<file path="src/rtl/laser_pkg.sv">
// Purpose : shared state encoding and default timing for the laser scheduler.
// Latency : n/a (types and constants only).
// Backpressure: n/a.
package laser_pkg;

  typedef enum logic [1:0] {
    IDLE     = 2'd0,
    ON       = 2'd1,
    COOLDOWN = 2'd2
  } laser_state_t;

  localparam int CLK_HZ = 50000000;

  // Two seconds of emitter-on time followed by two seconds of cooldown.
  localparam int LASER_ON_CYCLES  = 2 * CLK_HZ;
  localparam int LASER_OFF_CYCLES = 2 * CLK_HZ;

endpackage

</file>
<file path="src/rtl/rr_arbiter.sv">
// Purpose : round-robin pick of the first set req bit at or above rr_ptr, wrapping.
// Latency : purely combinational, zero cycles.
// Backpressure: none; the caller decides when a pick is consumed and advances rr_ptr.
module rr_arbiter #(
  parameter  int NUM_REQ = 4,
  localparam int IDX_W   = $clog2(NUM_REQ)
) (
  input  logic [NUM_REQ-1:0] req,
  input  logic [IDX_W-1:0]   rr_ptr,
  output logic               valid,
  output logic [IDX_W-1:0]   winner,
  output logic [NUM_REQ-1:0] onehot
);

  // Walk the requesters starting at rr_ptr; the first set bit wins.
  always_comb begin
    int k;
    valid  = 1'b0;
    winner = '0;
    k      = 0;
    for (int i = 0; i < NUM_REQ; i++) begin
      k = int'(rr_ptr) + i;
      if (k >= NUM_REQ) k = k - NUM_REQ;
      if (!valid && req[k[IDX_W-1:0]]) begin
        valid  = 1'b1;
        winner = k[IDX_W-1:0];
      end
    end
  end

  assign onehot = valid ? (NUM_REQ'(1) << winner) : '0;

endmodule

</file>
<file path="src/rtl/laser_scheduler.sv">
// Purpose : shares one laser emitter between NUM_REQ requesters; round-robin grant, fixed ON burst, cooldown.
// Latency : req sampled at edge k gives grant/laser_on from edge k+1; burst ON_CYCLES, cooldown OFF_CYCLES.
// Backpressure: req ignored while busy and never queued; requesters hold req until they see grant.
// Optional: define LASER_SCHED_ABORT_EN to add the abort input that cuts an ON burst short.
module laser_scheduler
  import laser_pkg::*;
#(
  parameter  int NUM_REQ    = 4,
  parameter  int ON_CYCLES  = LASER_ON_CYCLES,
  parameter  int OFF_CYCLES = LASER_OFF_CYCLES,
  parameter  int CNT_W      = 32,
  localparam int IDX_W      = $clog2(NUM_REQ)
) (
  input  logic               clock,
  input  logic               reset,
  input  logic [NUM_REQ-1:0] req,
  output logic [NUM_REQ-1:0] grant,
  output logic [IDX_W-1:0]   owner,
  output logic               laser_on,
  output logic               busy,
  output logic               done
`ifdef LASER_SCHED_ABORT_EN
  ,
  input  logic               abort
`endif
);

  // Illegal configurations are rejected at elaboration rather than silently wrapping.
  localparam longint CNT_MAX = (longint'(1) << CNT_W) - 1;

  if (NUM_REQ < 2 || NUM_REQ > 16) begin : g_bad_num_req
    $error("laser_scheduler: NUM_REQ must be in 2..16");
  end
  if (ON_CYCLES < 1 || OFF_CYCLES < 1) begin : g_bad_zero
    $error("laser_scheduler: ON_CYCLES and OFF_CYCLES must be at least 1");
  end
  if (CNT_W < 1 || CNT_W > 62) begin : g_bad_cnt_w
    $error("laser_scheduler: CNT_W must be in 1..62");
  end
  if (longint'(ON_CYCLES) > CNT_MAX || longint'(OFF_CYCLES) > CNT_MAX) begin : g_bad_range
    $error("laser_scheduler: duration does not fit in CNT_W bits");
  end

  localparam logic [CNT_W-1:0] ON_LAST  = CNT_W'(ON_CYCLES - 1);
  localparam logic [CNT_W-1:0] OFF_LAST = CNT_W'(OFF_CYCLES - 1);

  laser_state_t       state, state_d;
  logic [CNT_W-1:0]   cnt, cnt_d;
  logic [IDX_W-1:0]   rr_ptr, rr_ptr_d;
  logic [IDX_W-1:0]   owner_d;
  logic [NUM_REQ-1:0] grant_d;
  logic               laser_on_d;
  logic               busy_d;
  logic               abort_hit;

  logic               arb_valid;
  logic [IDX_W-1:0]   arb_winner;
  logic [NUM_REQ-1:0] arb_onehot;

`ifdef LASER_SCHED_ABORT_EN
  assign abort_hit = abort;
`else
  assign abort_hit = 1'b0;
`endif

  rr_arbiter #(
    .NUM_REQ (NUM_REQ)
  ) u_arb (
    .req    (req),
    .rr_ptr (rr_ptr),
    .valid  (arb_valid),
    .winner (arb_winner),
    .onehot (arb_onehot)
  );

  // Next-state and next-output decode; done is the only combinational output.
  always_comb begin
    state_d    = state;
    cnt_d      = cnt;
    rr_ptr_d   = rr_ptr;
    owner_d    = owner;
    grant_d    = '0;
    laser_on_d = laser_on;
    busy_d     = busy;
    done       = 1'b0;
    case (state)
      IDLE: begin
        if (arb_valid) begin
          state_d    = ON;
          cnt_d      = '0;
          laser_on_d = 1'b1;
          busy_d     = 1'b1;
          grant_d    = arb_onehot;
          owner_d    = arb_winner;
          rr_ptr_d   = (arb_winner == IDX_W'(NUM_REQ - 1)) ? '0 : arb_winner + 1'b1;
        end
      end
      ON: begin
        if (cnt == ON_LAST || abort_hit) begin
          done       = 1'b1;
          state_d    = COOLDOWN;
          cnt_d      = '0;
          laser_on_d = 1'b0;
        end else begin
          cnt_d = cnt + 1'b1;
        end
      end
      COOLDOWN: begin
        if (cnt == OFF_LAST) begin
          state_d = IDLE;
          cnt_d   = '0;
          busy_d  = 1'b0;
        end else begin
          cnt_d = cnt + 1'b1;
        end
      end
      default: begin
        state_d    = IDLE;
        cnt_d      = '0;
        laser_on_d = 1'b0;
        busy_d     = 1'b0;
      end
    endcase
  end

  // State and registered outputs; reset forces the emitter off on the very next cycle.
  always_ff @(posedge clock) begin
    if (reset) begin
      state    <= IDLE;
      cnt      <= '0;
      rr_ptr   <= '0;
      owner    <= '0;
      grant    <= '0;
      laser_on <= 1'b0;
      busy     <= 1'b0;
    end else begin
      state    <= state_d;
      cnt      <= cnt_d;
      rr_ptr   <= rr_ptr_d;
      owner    <= owner_d;
      grant    <= grant_d;
      laser_on <= laser_on_d;
      busy     <= busy_d;
    end
  end

endmodule

</file>
<file path="config.mk">
export PLATFORM = sky130hd
export DESIGN_NAME = laser_scheduler
export DESIGN_NICKNAME = d
export VERILOG_FILES = /design/src/rtl/laser_pkg.sv /design/src/rtl/rr_arbiter.sv /design/src/rtl/laser_scheduler.sv
export SDC_FILE = /design/constraint.sdc
export NUM_CORES = 1
export LEC_CHECK = 0
export ABC_AREA = 1
export CORE_ASPECT_RATIO = 1.4
export CORE_MARGIN = 2
export CORE_UTILIZATION = 53
export DETAILED_ROUTE_END_ITERATION = 7
export GPL_ROUTABILITY_DRIVEN = 0
export PLACE_DENSITY = 0.72
export SYNTH_ARGS = -nofsm -noshare
export SYNTH_HDL_FRONTEND = slang
export SYNTH_SLANG_ARGS = --single-unit
export TNS_END_PERCENT = 20
</file>
<file path="constraint.sdc">
create_clock -name clock -period 3.7 [get_ports clock]
set_input_delay 1.11 -clock clock [delete_from_list [all_inputs] [get_ports clock]]
set_output_delay 1.11 -clock clock [all_outputs]
set_load 0.005 [all_outputs]
</file>
Yosys cells after proc, flatten, opt, wreduce, memory -nomap -nowiden --
Cells that the tools add are included.
Cells by class: $add $sub $neg 9, magnitude comparators 8, eq/ne operators 7, shift-type cells 1, muxes and demuxes 34, bitwise operators 4, reduce and logical (&&, ||, !) cells 13
Operators by type and width (number):
- $mux W32 | 2
- $pmux W32 S2 | 1
- $add A32 B1 Y32 const B | 1
- $eq A32 B27 Y1 const B | 1
- $mux W2 | 12
- $lt A2 B3 Y1 const B | 4
- $mux W1 | 12
- $ge A3 B3 Y1 const B | 3
- $reduce_and A3 Y1 | 3
- $bmux W1 S2 | 4
- $sub A2 B1 Y2 const B | 4
- $add A2 B2 Y3 const B | 2
- $ne A2 B2 Y1 const B | 3
- $pmux W1 S3 | 2
- $pmux W2 S3 | 1
- $eq A2 B2 Y1 const B | 2
- $not A1 Y1 | 4
- $shl A1 B2 Y4 const A | 1
- $add A2 B1 Y3 const B | 1
- $ge A2 B3 Y1 const B | 1
- $logic_and A1 B1 Y1 | 3
- $logic_not A1 Y1 | 3
- $reduce_or A3 Y1 | 1
- $add A2 B1 Y2 const B | 1
- other kinds (4) | 4
Word-level totals: bits in registers 44, input bits 6, output and inout port bits 9, logic and storage cells 83

Depth between registers and ports, before layout --
Gate-level depths: netlist of run 1.
word-level depth 16, gate-level depth with buffers 16, gate-level depth less buffers 16

Cells and area by module --
From an unflattened synthesis of run 1, not the netlist that was laid out.
Unflattened totals: cell total of the unflattened synthesis 431, area, all modules 2786.4 um^2
By module, submodules not included:
- laser_scheduler | times used 1, cells an instance 357, area each 2393.5 um^2, sequential area each 880.8 um^2
- rr_arbiter | times used 1, cells an instance 74, area each 392.9 um^2, sequential area each 0.0 um^2

Least setup slack after synthesis of run 1 --
OpenSTA, ideal clock, no wires.
path type input to register, from in req[1], to reg rr_ptr[1], setup time 0.121 ns, arrival 2.253 ns, required time 3.579 ns, slack 1.326 ns, cell stages on the path 11, path buffers 0, cell sequence inv_1 -> nand2_1 -> nand3_1 -> nand2_2 -> nor2_4 -> nand3_1 -> nand2_1 -> inv_1 -> ha_1 -> o21ai_0 -> a21oi_1
Between the ends: word-level cells in the longest chain between the ends 14, elaborated cells on any way between the ends 26, those cells by class add/sub (1); eq/ne (1); mux (17); reduce/logical (7)
Ends and longest elaborated chain:
- start: declaration | line laser_scheduler.sv:16 | input logic [NUM_REQ-1:0] req,
- $bmux W1 S2 | line rr_arbiter.sv:24 | if (!valid && req[k[IDX_W-1:0]]) begin
- $mux W1 (implied by the code) | line rr_arbiter.sv:24
- $mux W1 | line rr_arbiter.sv:24
- $logic_not A1 Y1 | line rr_arbiter.sv:24
- $logic_and A1 B1 Y1 | line rr_arbiter.sv:24
- $mux W1 | line rr_arbiter.sv:24
- $logic_not A1 Y1 | line rr_arbiter.sv:24
- $logic_and A1 B1 Y1 | line rr_arbiter.sv:24
- $mux W1 | line rr_arbiter.sv:24
- $logic_not A1 Y1 | line rr_arbiter.sv:24
- $logic_and A1 B1 Y1 | line rr_arbiter.sv:24
- $mux W2 * | line rr_arbiter.sv:24
- via arb_winner[0] | line laser_scheduler.sv:57 | logic [IDX_W-1:0] arb_winner;
- $add A2 B1 Y2 or $eq A2 B2 Y1 (tied branches) | line laser_scheduler.sv:95 | rr_ptr_d = (arb_winner == IDX_W'(NUM_REQ - 1)) ? '0 : arb_winner + 1'b1;
- $mux W2 * | line laser_scheduler.sv:95
- end signal: assignment | line laser_scheduler.sv:139 | rr_ptr <= rr_ptr_d;
- end: declaration | line laser_scheduler.sv:49 | logic [IDX_W-1:0] rr_ptr, rr_ptr_d;
Mark *: on every way through the listed nets, which the timed path passes. The rest lies on a longest branch. The select of a mux whose other input is x is not followed. A chain may end at the register's enable or synchronous reset.

Final worst setup path of run 1 --
from reg cnt[20], to out done
Between the ends: word-level cells in the longest chain between the ends 3
Ends and longest elaborated chain:
- start: declaration | line laser_scheduler.sv:48 | logic [CNT_W-1:0] cnt, cnt_d;
- start signal: assignment | line laser_scheduler.sv:138 | cnt <= cnt_d;
- $eq A32 B27 Y1 | line laser_scheduler.sv:99 | if (cnt == ON_LAST || abort_hit) begin
- $mux W1 | line laser_scheduler.sv:99
- $mux W1 | line laser_scheduler.sv:86 | case (state)
- end: declaration | line laser_scheduler.sv:21 | output logic done
No other way between the ends.

==> results.toml, run 1 <==
[critical_path]
end_kind = "output pin"
r2r_slack_ns = 1.57
arrival_ns = 2.11
start_kind = "register"
cp.required_ns = 2.59
critPathKind = "register to output pin"
cp_max_fo = 4

[timing]
finalMaxSlewViolations = 0
fmax_ghz = 0.310
tightest_slew_ns = 0.555
rsz0062_at_grt = "no"
min_period_ns = 3.22
setup_viol = 0
setup_slack_ns = 0.477
max_slew_margin_pct = 62.9
finClkSkew_ns = 0.00866
totalNegativeSetupSlack_ns = 0
fin_crit_sh_pct = 87.1
hold_viol = 0

[pwr]
power.density_mw_per_mm2 = 470
peakVddDrop_mv = 0.376
p_leak_nw = 1.27

[routing]
totalWireLength_mm = 7.67
drc = 0
vias = 3141
wl_per_cell_um = 12.7
firstDrtPassIters = 4
vias_per_cell = 5.21
drtAntennaViolNets = 0
drtIter0Drc = 208

[outcome]
status = "complete, no violations"

[floorplanning]
row_count = 32
core_sq_mm = 0.00557
io_pins = 15
dieWidth_um = 68.5
start_util_pct = 55.5
die_area_sq_mm = 0.00647
die_h_um = 94.4

[global_route]
grt_pass1_vias = 2880
grt_use_total_pct = 26.0
grt_max_degree = 26
antenna_found_initial = 0
grt_pass1_wl_mm = 12.7
grt_overflow = 0

[worst_hold_path]
hold_class = "register to register"

[synth]
synth_nets = 534
synthTopCellsByArea = "dfxtp_1, nand2_1, nor2_1"
synth-edff-count = 0
synth_top_area_share_pct = 28.5
ys_ff_latch = 44
yosys-top-cells-count = "nand2_1, nor2_1, inv_1, dfxtp_1, nand3_1"
async_flop_share_pct = 0
synth_ff_type = "dfxtp_1"
synthCells = 522
yosys.area.top_type = "dfxtp_1"
avgSynthCellArea_sq_um = 5.92
synth_cell_types = 29
synth.cell_area_sq_mm = 0.00309
seq_area_frac_synth_pct = 28.5
synth_most_common_cell = "nand2_1"
synth_warnings = 0

[cts]
holdBufCountCts = 0
clockBufferDepth = 2
clock-sinks = 44
root_buffer = "clkbuf_8"
cts_tree = "yes"
clk_latency_ns = 0.31
cts_buffers = 5
post-cts-setup-buffers = 0
htreeDepth = 2
post_cts_resized = 0
clk_pin_slew_ns = 0.09

[placement]
port_buffers = 14
place_ws_ns = 0.674
hpwlAfterDp_mm = 5.97

[layout]
area_delta_synth_final_pct = 8.46
nNetsFinal = 546
fin_util_pct = 60.2
antenna_cells = 0
final_layout_size_suffix_gt1_share_pct = 5.79

[flow_run]
cap_violations = 0
## flip-flops by register name (all words and copies together) (netlist names)
signal and flops:
grant 4, cnt 32, state 2, owner 2, laser_on 1, rr_ptr 2, busy 1
## cells in the final DEF (no fill, tap or decap), types with 14 or more instances in the layout
cell type / instances
nand3_1: 36
nand4_1: 15
nor2_1: 92
dfxtp_1: 44
a21oi_1: 32
inv_1: 55
nand2_1: 182
clkdlybuf4s50_1: 14
## report_power, final
group	internal, mW	total (mW)	switching [mW]
clock	0.200	0.379	0.179
combinational	0.222	0.627	0.404
sequential	0.529	0.569	0.0398
total	0.951	1.57	0.623
## cell families (layout without fill, tap and decap cells)
family,after synthesis,after routing,share of synthesized area [%]
AND/OR/NAND/NOR,349,349,48.5
buffers and inverters,71,84,10.4
flip-flops,44,44,28.5
AO/OA/AOI/OAI,41,41,7.04
XOR/XNOR,11,11,3.12
adder cells (fa/ha/maj),6,6,2.43
## per-stage QoR
| stage | cell area (sq um) | instances | power (mW) | hold slack (ns) |
|---|---|---|---|---|
| final | 3350 | 603 | 1.57 | 0.456 |
| after detailed placement | 3240 | 595 | 1.21 | 0.452 |
| after global placement | 3240 | 595 | 1.20 | 0.437 |
| after CTS | 3350 | 603 | 1.59 | 0.465 |
| after global routing | 3350 | 603 | 1.68 | 0.473 |
| after floorplan | 3090 | 522 | 1.05 | 0.442 |
## layer usage
metal / GRT usage, % / up-vias / share of wire (%) / wire (um)
met5: 0 / - / 0 / 0
met4: 10.7 / 0 / 3.1 / 236
met3: 3.81 / 19 / 3.0 / 231
met2: 47.7 / 65 / 52 / 3990
met1: 28.6 / 1397 / 42 / 3220
li1: - / 1660 / - / -
## path summary, 6_finish.rpt
path | depth (start not counted) | endpoint | from
worst min register to register | 2 | busy$_SDFFE_PP0P_ | busy$_SDFFE_PP0P_
worst min-delay path | 2 | busy$_SDFFE_PP0P_ | busy$_SDFFE_PP0P_
worst max-delay path | 7 | done | cnt[20]$_SDFFE_PP0P_
worst max register to register | 12 | rr_ptr[1]$_SDFFE_PP0P_ | rr_ptr[0]$_SDFFE_PP0P_
## critical path: stages, from the launching register on
cell and delay [ns]:
dfxtp_1 0.39, nand2_1 0.11, nor2_1 0.22, inv_1 0.09
nor2_1 0.15, nand4_1 0.15, nor2_1 0.17, clkdlybuf4s50_1 0.53
## final cells by class
class | count | area [sq um]
fillers | 577 | 2210
flip-flops and latches | 44 | 881
repair buffers | 18 | 170
multi-input cells | 407 | 1890
clock buffers | 5 | 68.8
inverters | 58 | 218
well taps | 68 | 85.1
clock inverters | 3 | 42.5
Note: power is estimated with default switching activity, not from simulation.
==> inputs of run 2 (changes only) <==
--- a/config.mk
+++ b/config.mk
@@ -14,5 +14,6 @@
 export PLACE_DENSITY = 0.72
 export SYNTH_ARGS = -nofsm -noshare
 export SYNTH_HDL_FRONTEND = slang
+export SYNTH_HIERARCHICAL = 1
 export SYNTH_SLANG_ARGS = --single-unit
 export TNS_END_PERCENT = 20
==> run 2 against run 1 <==
Total power is 12% higher. Critical path depth stayed put. Sequential share of layout area is 2.3 points higher. Area after synthesis is 9.8% lower. Flip-flop and latch count stayed put. Largest power group unchanged.
==> results.toml, run 2 <==
[global_route]
grt_use_total_pct = 23.8
grt_pass1_wl_mm = 11.1
grt_max_degree = 31
antenna_found_initial = 0
grt_overflow = 0
grt_pass1_vias = 2572

[cts]
holdBufCountCts = 0
post_cts_resized = 0
clock-sinks = 44
cts_buffers = 5
htreeDepth = 2
root_buffer = "clkbuf_8"
cts_tree = "yes"
clockBufferDepth = 2
clk_pin_slew_ns = 0.09
clk_latency_ns = 0.30
post-cts-setup-buffers = 0

[layout]
antenna_cells = 0
stdcell_count = 513
fill_cells = 505
final_common_cell = "nand2_1"
largest-register = "cnt"
final_layout_size_suffix_gt1_share_pct = 8.95
final_area_sq_mm = 0.00308
ff_latch_area_sq_um = 881
final_cell_mix = "nand2_1, nor2_1, inv_1, dfxtp_1, nand3_1"
fin_util_pct = 60.2
nNetsFinal = 457
reg_top3 = "cnt: 32 flops, grant: 4 flops"
area_delta_synth_final_pct = 10.6
largest_register_ffs = 32
multi_input_area_sq_mm = 0.00163

[placement]
placed_cells = 505
hpwlAfterDp_mm = 4.88
postPlaceCellArea_sq_mm = 0.00296
port_buffers = 14
place_ws_ns = 0.299

[timing]
max_slew_margin_pct = 62.0
setup_slack_ns = 0.558
rsz0062_at_grt = "no"
tightest_slew_ns = 0.569
finClkSkew_ns = 0.0120
totalNegativeSetupSlack_ns = 0
fin_crit_sh_pct = 84.9
setup_viol = 0
finalMaxSlewViolations = 0
holdWs_ns = 0.446
fmax_ghz = 0.318
hold_viol = 0
min_period_ns = 3.14

[critical_path]
critPathKind = "register to output pin"
start_kind = "register"
arrival_ns = 2.03
cp.required_ns = 2.59
cp_max_fo = 4
end_kind = "output pin"

[floorplanning]
io_pins = 15
core_sq_mm = 0.00512
die_area_sq_mm = 0.00586
start_util_pct = 54.4
dieWidth_um = 65.3
die_h_um = 89.8
row_count = 31

[pwr]
p_leak_nw = 1.28
power.density_mw_per_mm2 = 570
power_mw = 1.76
peakVddDrop_mv = 0.347

[synth]
synth_warnings = 6
synth_cell_types = 28
avgSynthCellArea_sq_um = 6.47
synth_top_area_share_pct = 31.6
synth-edff-count = 0
async_flop_share_pct = 0
synth.cell_area_sq_mm = 0.00279
ys_ff_latch = 44
yosys-top-cells-count = "nand2_1, nor2_1, inv_1, dfxtp_1, nand3_1"
synth_ff_type = "dfxtp_1"
synthTopCellsByArea = "dfxtp_1, nand2_1, nor2_1"
seq_area_frac_synth_pct = 31.6
synth_most_common_cell = "nand2_1"
yosys.area.top_type = "dfxtp_1"
synth_nets = 442
synthCells = 431

[routing]
wl_per_cell_um = 12.5
vias_per_cell = 5.17
drtAntennaViolNets = 0
firstDrtPassIters = 5
drtIter0Drc = 137
drc = 0
totalWireLength_mm = 6.39
vias = 2650

[outcome]
status = "complete, no violations"

[flow_run]
cap_violations = 0

[worst_hold_path]
hold_class = "register to register"
-- run 2: cell types whose count changed in the layout (fill, tap and decap cells not counted), moves of 3 or more --
cell     change
nand2_1     -73
a21oi_1     -26
xor2_1      +17
nand2_2      +5
xnor2_1      -5
nand2_4      +4
nor2_1       -4
nor2_2       +4
buf_4        -3
inv_1        -3
nor3_2       +3
-- run 2: final cells by class --
class	count	share of cell area, %
timing repair buffer	15	4.79
clock inverter	1	0.974
multi-input combinational	325	52.9
clock buffer	7	3.12
tap	66	2.68
sequential	44	28.6
inverter	55	6.94
-- run 2: worst paths after layout --
path                               start                   end  slack (ns)  depth (start not counted)
setup / recovery     cnt[7]$_SDFFE_PP0P_                  done        0.56                          7
hold / removal         busy$_SDFFE_PP0P_     busy$_SDFFE_PP0P_        0.45                          2
setup reg to reg  rr_ptr[0]$_SDFFE_PP0P_  cnt[18]$_SDFFE_PP0P_        1.11                         11
hold reg to reg        busy$_SDFFE_PP0P_     busy$_SDFFE_PP0P_        0.45                          2
-- run 2: power by group --
part | switching [mW] | total (mW) | internal, mW
logic | 0.494 | 0.770 | 0.275
clock network | 0.166 | 0.405 | 0.238
registers | 0.0509 | 0.585 | 0.534
total | 0.712 | 1.76 | 1.05
-- run 2: cell families after synthesis --
group	after synthesis	share of synthesized area, %
flip-flops	44	31.6
AND/OR/NAND/NOR	285	46.8
buffers and inverters	62	9.83
AO/OA/AOI/OAI	12	2.25
XOR/XNOR	23	7.23
adder cells (fa/ha/maj)	5	2.25
-- run 2: layer usage --
layer	vias up	routed length, um	track usage, %
li1	1369	-	-
met1	1206	2490	24.0
met2	57	3540	46.1
met3	18	190	3.63
met4	0	172	9.72
met5	-	0	0
-- run 2: worst max-delay path: stages, from the launching register on --
cell and delay, ns:
dfxtp_1 0.43, nand2_1 0.13, nor2_2 0.19, nand2_1 0.09
nor3_2 0.15, nand2_1 0.09, nor2_1 0.13, clkdlybuf4s50_1 0.51
